[src/rtl/pipe_ctrl.sv]
// pipe_ctrl: five-stage pipeline hazard / stall / flush controller.
// RUN / MWAIT / HALT sequencing with stall and flush accounting.
module pipe_ctrl (
  input  logic        clk,
  input  logic        rst,
  input  logic [2:0]  id_rs_num,
  input  logic [2:0]  id_rt_num,
  input  logic        id_rs_used,
  input  logic        id_rt_used,
  input  logic [2:0]  idex_dst,
  input  logic [2:0]  exmem_dst,
  input  logic [2:0]  memwb_dst,
  input  logic        idex_wr,
  input  logic        exmem_wr,
  input  logic        memwb_wr,
  input  logic        ex_redirect,
  input  logic        imem_stall,
  input  logic        mem_stall,
  input  logic        halt_in,
  output logic        pc_en,
  output logic        ifid_en,
  output logic        ifid_flush,
  output logic        idex_en,
  output logic        idex_flush,
  output logic        exmem_en,
  output logic        exmem_flush,
  output logic        memwb_en,
  output logic        halted,
  output logic        mem_timeout,
  output logic [15:0] stall_cycles,
  output logic [7:0]  flush_count
);

  typedef enum logic [1:0] {
    RUN   = 2'd0,
    MWAIT = 2'd1,
    HALT  = 2'd2
  } state_e;

  state_e      r_state;
  logic        r_halted;
  logic        r_timeout;
  logic [5:0]  r_wcnt;
  logic [15:0] r_stall;
  logic [7:0]  r_flush;

  logic w_rs_hit;
  logic w_rt_hit;
  logic w_raw;
  logic w_freeze;
  logic w_redir;
  logic w_hzd;
  logic w_imem;
  logic w_run;

  // source operand collides with a pending write in EX, MEM or WB
  always_comb begin
    w_rs_hit = id_rs_used &
      ((idex_wr  & (id_rs_num == idex_dst))  |
       (exmem_wr & (id_rs_num == exmem_dst)) |
       (memwb_wr & (id_rs_num == memwb_dst)));
    w_rt_hit = id_rt_used &
      ((idex_wr  & (id_rt_num == idex_dst))  |
       (exmem_wr & (id_rt_num == exmem_dst)) |
       (memwb_wr & (id_rt_num == memwb_dst)));
    w_raw = w_rs_hit | w_rt_hit;
  end

  // one-hot action select, highest priority event wins; reset looks like idle RUN
  always_comb begin
    w_freeze = rst & ((r_state == HALT) | halt_in | mem_stall);
    w_redir  = rst & ~w_freeze & ex_redirect;
    w_hzd    = rst & ~w_freeze & ~ex_redirect & w_raw;
    w_imem   = rst & ~w_freeze & ~ex_redirect & ~w_raw & imem_stall;
    w_run    = ~(w_freeze | w_redir | w_hzd | w_imem);
  end

  // stage enables and flushes for the selected action
  always_comb begin
    pc_en       = 1'b0;
    ifid_en     = 1'b0;
    ifid_flush  = 1'b0;
    idex_en     = 1'b0;
    idex_flush  = 1'b0;
    exmem_en    = 1'b0;
    exmem_flush = 1'b0;
    memwb_en    = 1'b0;
    unique case (1'b1)
      w_freeze: begin
      end
      w_redir: begin
        pc_en      = 1'b1;
        ifid_flush = 1'b1;
        idex_flush = 1'b1;
        exmem_en   = 1'b1;
        memwb_en   = 1'b1;
      end
      w_hzd: begin
        idex_flush = 1'b1;
        exmem_en   = 1'b1;
        memwb_en   = 1'b1;
      end
      w_imem: begin
        ifid_flush = 1'b1;
        idex_en    = 1'b1;
        exmem_en   = 1'b1;
        memwb_en   = 1'b1;
      end
      w_run: begin
        pc_en    = 1'b1;
        ifid_en  = 1'b1;
        idex_en  = 1'b1;
        exmem_en = 1'b1;
        memwb_en = 1'b1;
      end
      default: begin
      end
    endcase
  end

  // FSM, wait watchdog and saturating statistics
  always_ff @(posedge clk or negedge rst) begin
    if (!rst) begin
      r_state   <= RUN;
      r_halted  <= 1'b0;
      r_timeout <= 1'b0;
      r_wcnt    <= 6'd0;
      r_stall   <= 16'd0;
      r_flush   <= 8'd0;
    end else begin
      if ((r_state != HALT) && !pc_en && (r_stall != 16'hFFFF))
        r_stall <= r_stall + 16'd1;
      if (w_redir && (r_flush != 8'hFF))
        r_flush <= r_flush + 8'd1;
      if ((r_state == MWAIT) && mem_stall) begin
        if (r_wcnt != 6'd63)
          r_wcnt <= r_wcnt + 6'd1;
        if (r_wcnt >= 6'd62)
          r_timeout <= 1'b1;
      end else begin
        r_wcnt <= 6'd0;
      end
      case (r_state)
        RUN, MWAIT: begin
          if (halt_in) begin
            r_state  <= HALT;
            r_halted <= 1'b1;
          end else if (mem_stall) begin
            r_state <= MWAIT;
          end else begin
            r_state <= RUN;
          end
        end
        HALT: begin
          r_state <= HALT;
        end
        default: begin
          r_state <= RUN;
        end
      endcase
    end
  end

  assign halted       = r_halted;
  assign mem_timeout  = r_timeout;
  assign stall_cycles = r_stall;
  assign flush_count  = r_flush;

endmodule

[config.mk]
export PLATFORM = sky130hd
export DESIGN_NAME = pipe_ctrl
export DESIGN_NICKNAME = d
export VERILOG_FILES = /design/src/rtl/pipe_ctrl.sv
export SDC_FILE = /design/constraint.sdc
export NUM_CORES = 1
export LEC_CHECK = 0
export BUFFER_PORTS_ARGS = -buffer_cell sky130_fd_sc_hd__buf_4
export CAP_MARGIN = 10
export CORE_ASPECT_RATIO = 1.4
export CORE_UTILIZATION = 55
export DETAILED_ROUTE_END_ITERATION = 12
export PLACE_DENSITY = 0.85
export SETUP_SLACK_MARGIN = 0.4
export SLEW_MARGIN = 20
export SYNTH_ARGS = -nofsm -noshare
export SYNTH_HDL_FRONTEND = slang
export SYNTH_SLANG_ARGS = --single-unit
[constraint.sdc]
create_clock -name clk -period 3.5 [get_ports clk]
set_clock_uncertainty 0.15 [all_clocks]
set_input_delay 0.875 -clock clk [delete_from_list [all_inputs] [get_ports clk]]
set_output_delay 0.875 -clock clk [all_outputs]
set_load 0.01 [all_outputs]
==> impl_metrics.json <==
{
  "outcome": "finished clean",
  "reg2reg_from": "stall_cycles[0]$_DFFE_PN0P_",
  "synth_top_area_frac": 0.431,
  "synth.most_common_cell": "dfrtp_1",
  "portBuffers": 58,
  "report.final.slew_viol_count": 0,
  "numCtsBuffers": 5,
  "cp.required_ns": 2.47,
  "worst_pin_slew_ns": 0.669,
  "synth-edff-count": 0,
  "grt_first_pass_wirelength_mm": 7.42,
  "cts_tree": "built",
  "vdd_drop_max_mv": 0.550,
  "drc": 0,
  "setup_viol": 0,
  "r2r_end": "stall_cycles[13]$_DFFE_PN0P_",
  "fin_nets": 287,
  "syn_to_final_growth_pct": 35.8,
  "post_drt_wl_per_cell_um": 16.7,
  "dr.first_iter.drc_count": 53,
  "synthCells": 193,
  "grt_use_total": 0.268,
  "relSlewSlack": 0.548,
  "fin_ws_ns": 0.277,
  "async_flop_share": 1.00,
  "max_freq_ghz": 0.310,
  "grt-ovfl-total": 0,
  "ys_warn_count": 0,
  "rsz0062_at_grt": "true",
  "grt_pass1_vias": 1667,
  "cts.htree.levels": 2,
  "die_x_um": 52.6,
  "post-place-ws_ns": 0.227,
  "coreArea_um2": 3410,
  "final.min_clock_period_ns": 3.22,
  "grt_start_max_net_pins": 34,
  "dp_hpwl_mm": 3.37,
  "path_max_fanout": 2,
  "rows": 25,
  "ios": 60,
  "hold_viol_final": 0,
  "avgSynthCellArea_um2": 10.2,
  "maxCapViolCount": 0,
  "antenna_cells": 0,
  "gp_congestion": 0.767,
  "root_buffer": "clkbuf_8",
  "start_util": 0.579,
  "die_h_um": 72.9,
  "drt-vias-per-instance": 5.73,
  "syn_nets": 223,
  "rrSetupSlack_ns": 1.23,
  "netlist_top_cells_area": "dfrtp_1 43%, xor2_1 11%, xnor2_1 7.5%",
  "synth_seq_cells": 34,
  "path_clk_slew_ns": 0.07,
  "syn_area_um2": 1970,
  "cts.sinks": 34,
  "num_vias": 1709,
  "fin_crit_sh": 0.921,
  "synth_top_cell_by_area": "dfrtp_1",
  "powerDensity_nw_per_um2": 484,
  "drive_gt1_frac": 0.380,
  "cts_hold_buffers": 0,
  "dieArea_um2": 3840,
  "crit_type": "in -> out",
  "routed_wl_mm": 4.98,
  "synth_common_cells": "34 x dfrtp_1, 25 x xor2_1, 20 x nand2_1",
  "clk_path_buf_depth": 2,
  "p_leak_uw": 0.00120,
  "grt_antenna_before_repair": 0,
  "crit_path_end_kind": "primary output",
  "cp-start-kind": "input port",
  "crit_arrival_ns": 2.20,
  "fin_tns_setup_ns": 0,
  "ff2ff_path_depth": 7,
  "drt.antenna.violating_nets": 0,
  "synthFlopType": "dfrtp_1",
  "min-delay-path-class": "in -> async",
  "firstDrtPassIters": 4,
  "ys_seq_area_frac": 0.431,
  "clock_latency_ns": 0.29,
  "ys_types": 39
}
[per-stage QoR]
stage	area [um^2]	power (uW)	instances	utilization	hold slack [ns]
2_1_floorplan	1970	774	193	-	0.274
3_3_place_gp	2440	951	289	0.716	0.303
3_5_place_dp	2440	972	289	0.716	0.319
4_1_cts	2630	1290	298	0.771	0.231
5_1_grt	2680	1360	298	0.786	0.237
6_report	2680	1300	298	0.786	0.243
[placed cells by master, fill, tap and decap left out, drive strengths merged]
| cell type | instances |
|---|---|
| o21bai | 2 |
| nand3b | 1 |
| a31oi | 2 |
| clkinv | 1 |
| o41ai | 1 |
| mux2i | 1 |
| conb | 1 |
| a21oi | 3 |
| o31ai | 1 |
| dfrtp | 34 |
| or4 | 2 |
| nor3b | 1 |
| nand2 | 20 |
| nand2b | 4 |
| o21ai | 4 |
| nand4 | 7 |
| or3 | 1 |
| and3 | 3 |
| nor4bb | 1 |
| a211oi | 2 |
| xor2 | 25 |
| nor4 | 6 |
| xnor2 | 17 |
| nor2 | 14 |
| ha | 4 |
| clkbuf | 7 |
| nor3 | 10 |
| buf | 60 |
| nand3 | 11 |
| mux2 | 2 |
| inv | 6 |
| o2111a | 1 |
| nand4b | 1 |
| nor2b | 2 |
[critical path: stages]
cell and delay [ns]:
buf_4 0.12, xor2_1 0.17, nor4_2 0.49, nand4b_2 0.27
o21bai_1 0.11, buf_4 0.16
[flip-flops by register name, summed over array words and instances, names as in the netlist]
signal        flops
stall_cycles     16
r_wcnt            6
mem_timeout       1
r_state           2
halted            1
flush_count       8
[cells by family (layout without fill, tap and decap cells)]
group / after synthesis / in the layout / share of synthesized area
XOR/XNOR: 42 / 42 / 0.186
AND/OR/NAND/NOR: 84 / 84 / 0.251
other: 1 / 1 / 0.00190
buffers and inverters: 9 / 74 / 0.0247
AO/OA/AOI/OAI: 16 / 16 / 0.0615
flip-flops: 34 / 34 / 0.431
multiplexers: 3 / 3 / 0.0184
adder cells (fa/ha/maj): 4 / 4 / 0.0253
[worst max-delay path by stage]
stage                  from         end  slack (ns)  depth (start not counted)
3_5_place_dp   id_rs_num[1]     idex_en        0.23                          8
4_1_cts         idex_dst[1]  ifid_flush        0.35                          8
5_1_grt        memwb_dst[2]       pc_en        0.26                          6
6_report       memwb_dst[2]       pc_en        0.28                          6
3_3_place_gp   id_rs_num[1]     ifid_en        0.22                          8
2_1_floorplan   idex_dst[0]     ifid_en        0.54                          6
[area by class of cell]
cell class / instances / area (um^2)
tap: 40 / 50.0
multi-input combinational: 150 / 1180
clock buffer: 7 / 86.3
timing repair buffer: 60 / 488
clock inverter: 1 / 5.00
fill: 219 / 728
inverter: 6 / 22.5
sequential: 34 / 851
[per-layer routing]
| metal | wire, um | track usage | up-vias | share of wire |
|---|---|---|---|---|
| met2 | 2690 | 0.473 | 73 | 0.54 |
| li1 | - | - | 797 | - |
| met1 | 1870 | 0.295 | 823 | 0.38 |
| met4 | 176 | 0.140 | 0 | 0.035 |
| met3 | 238 | 0.0521 | 16 | 0.048 |
| met5 | 0 | 0 | - | 0 |
[where the power goes]
part           total [uW]  leakage [uW]  switching (uW)  internal, uW
logic                 435      0.000724             224           211
clock network         305     0.0000482             146           159
registers             558      0.000431            94.1           464
total                1300       0.00120             464           834
[timing repair]
action | CTS | global route
setup buffers | 1 | 0
pin swaps | 13 | 4
gates resized for setup | 17 | 11
setup endpoints to repair | 5 | 5
Power figures use the tool's default switching activity.
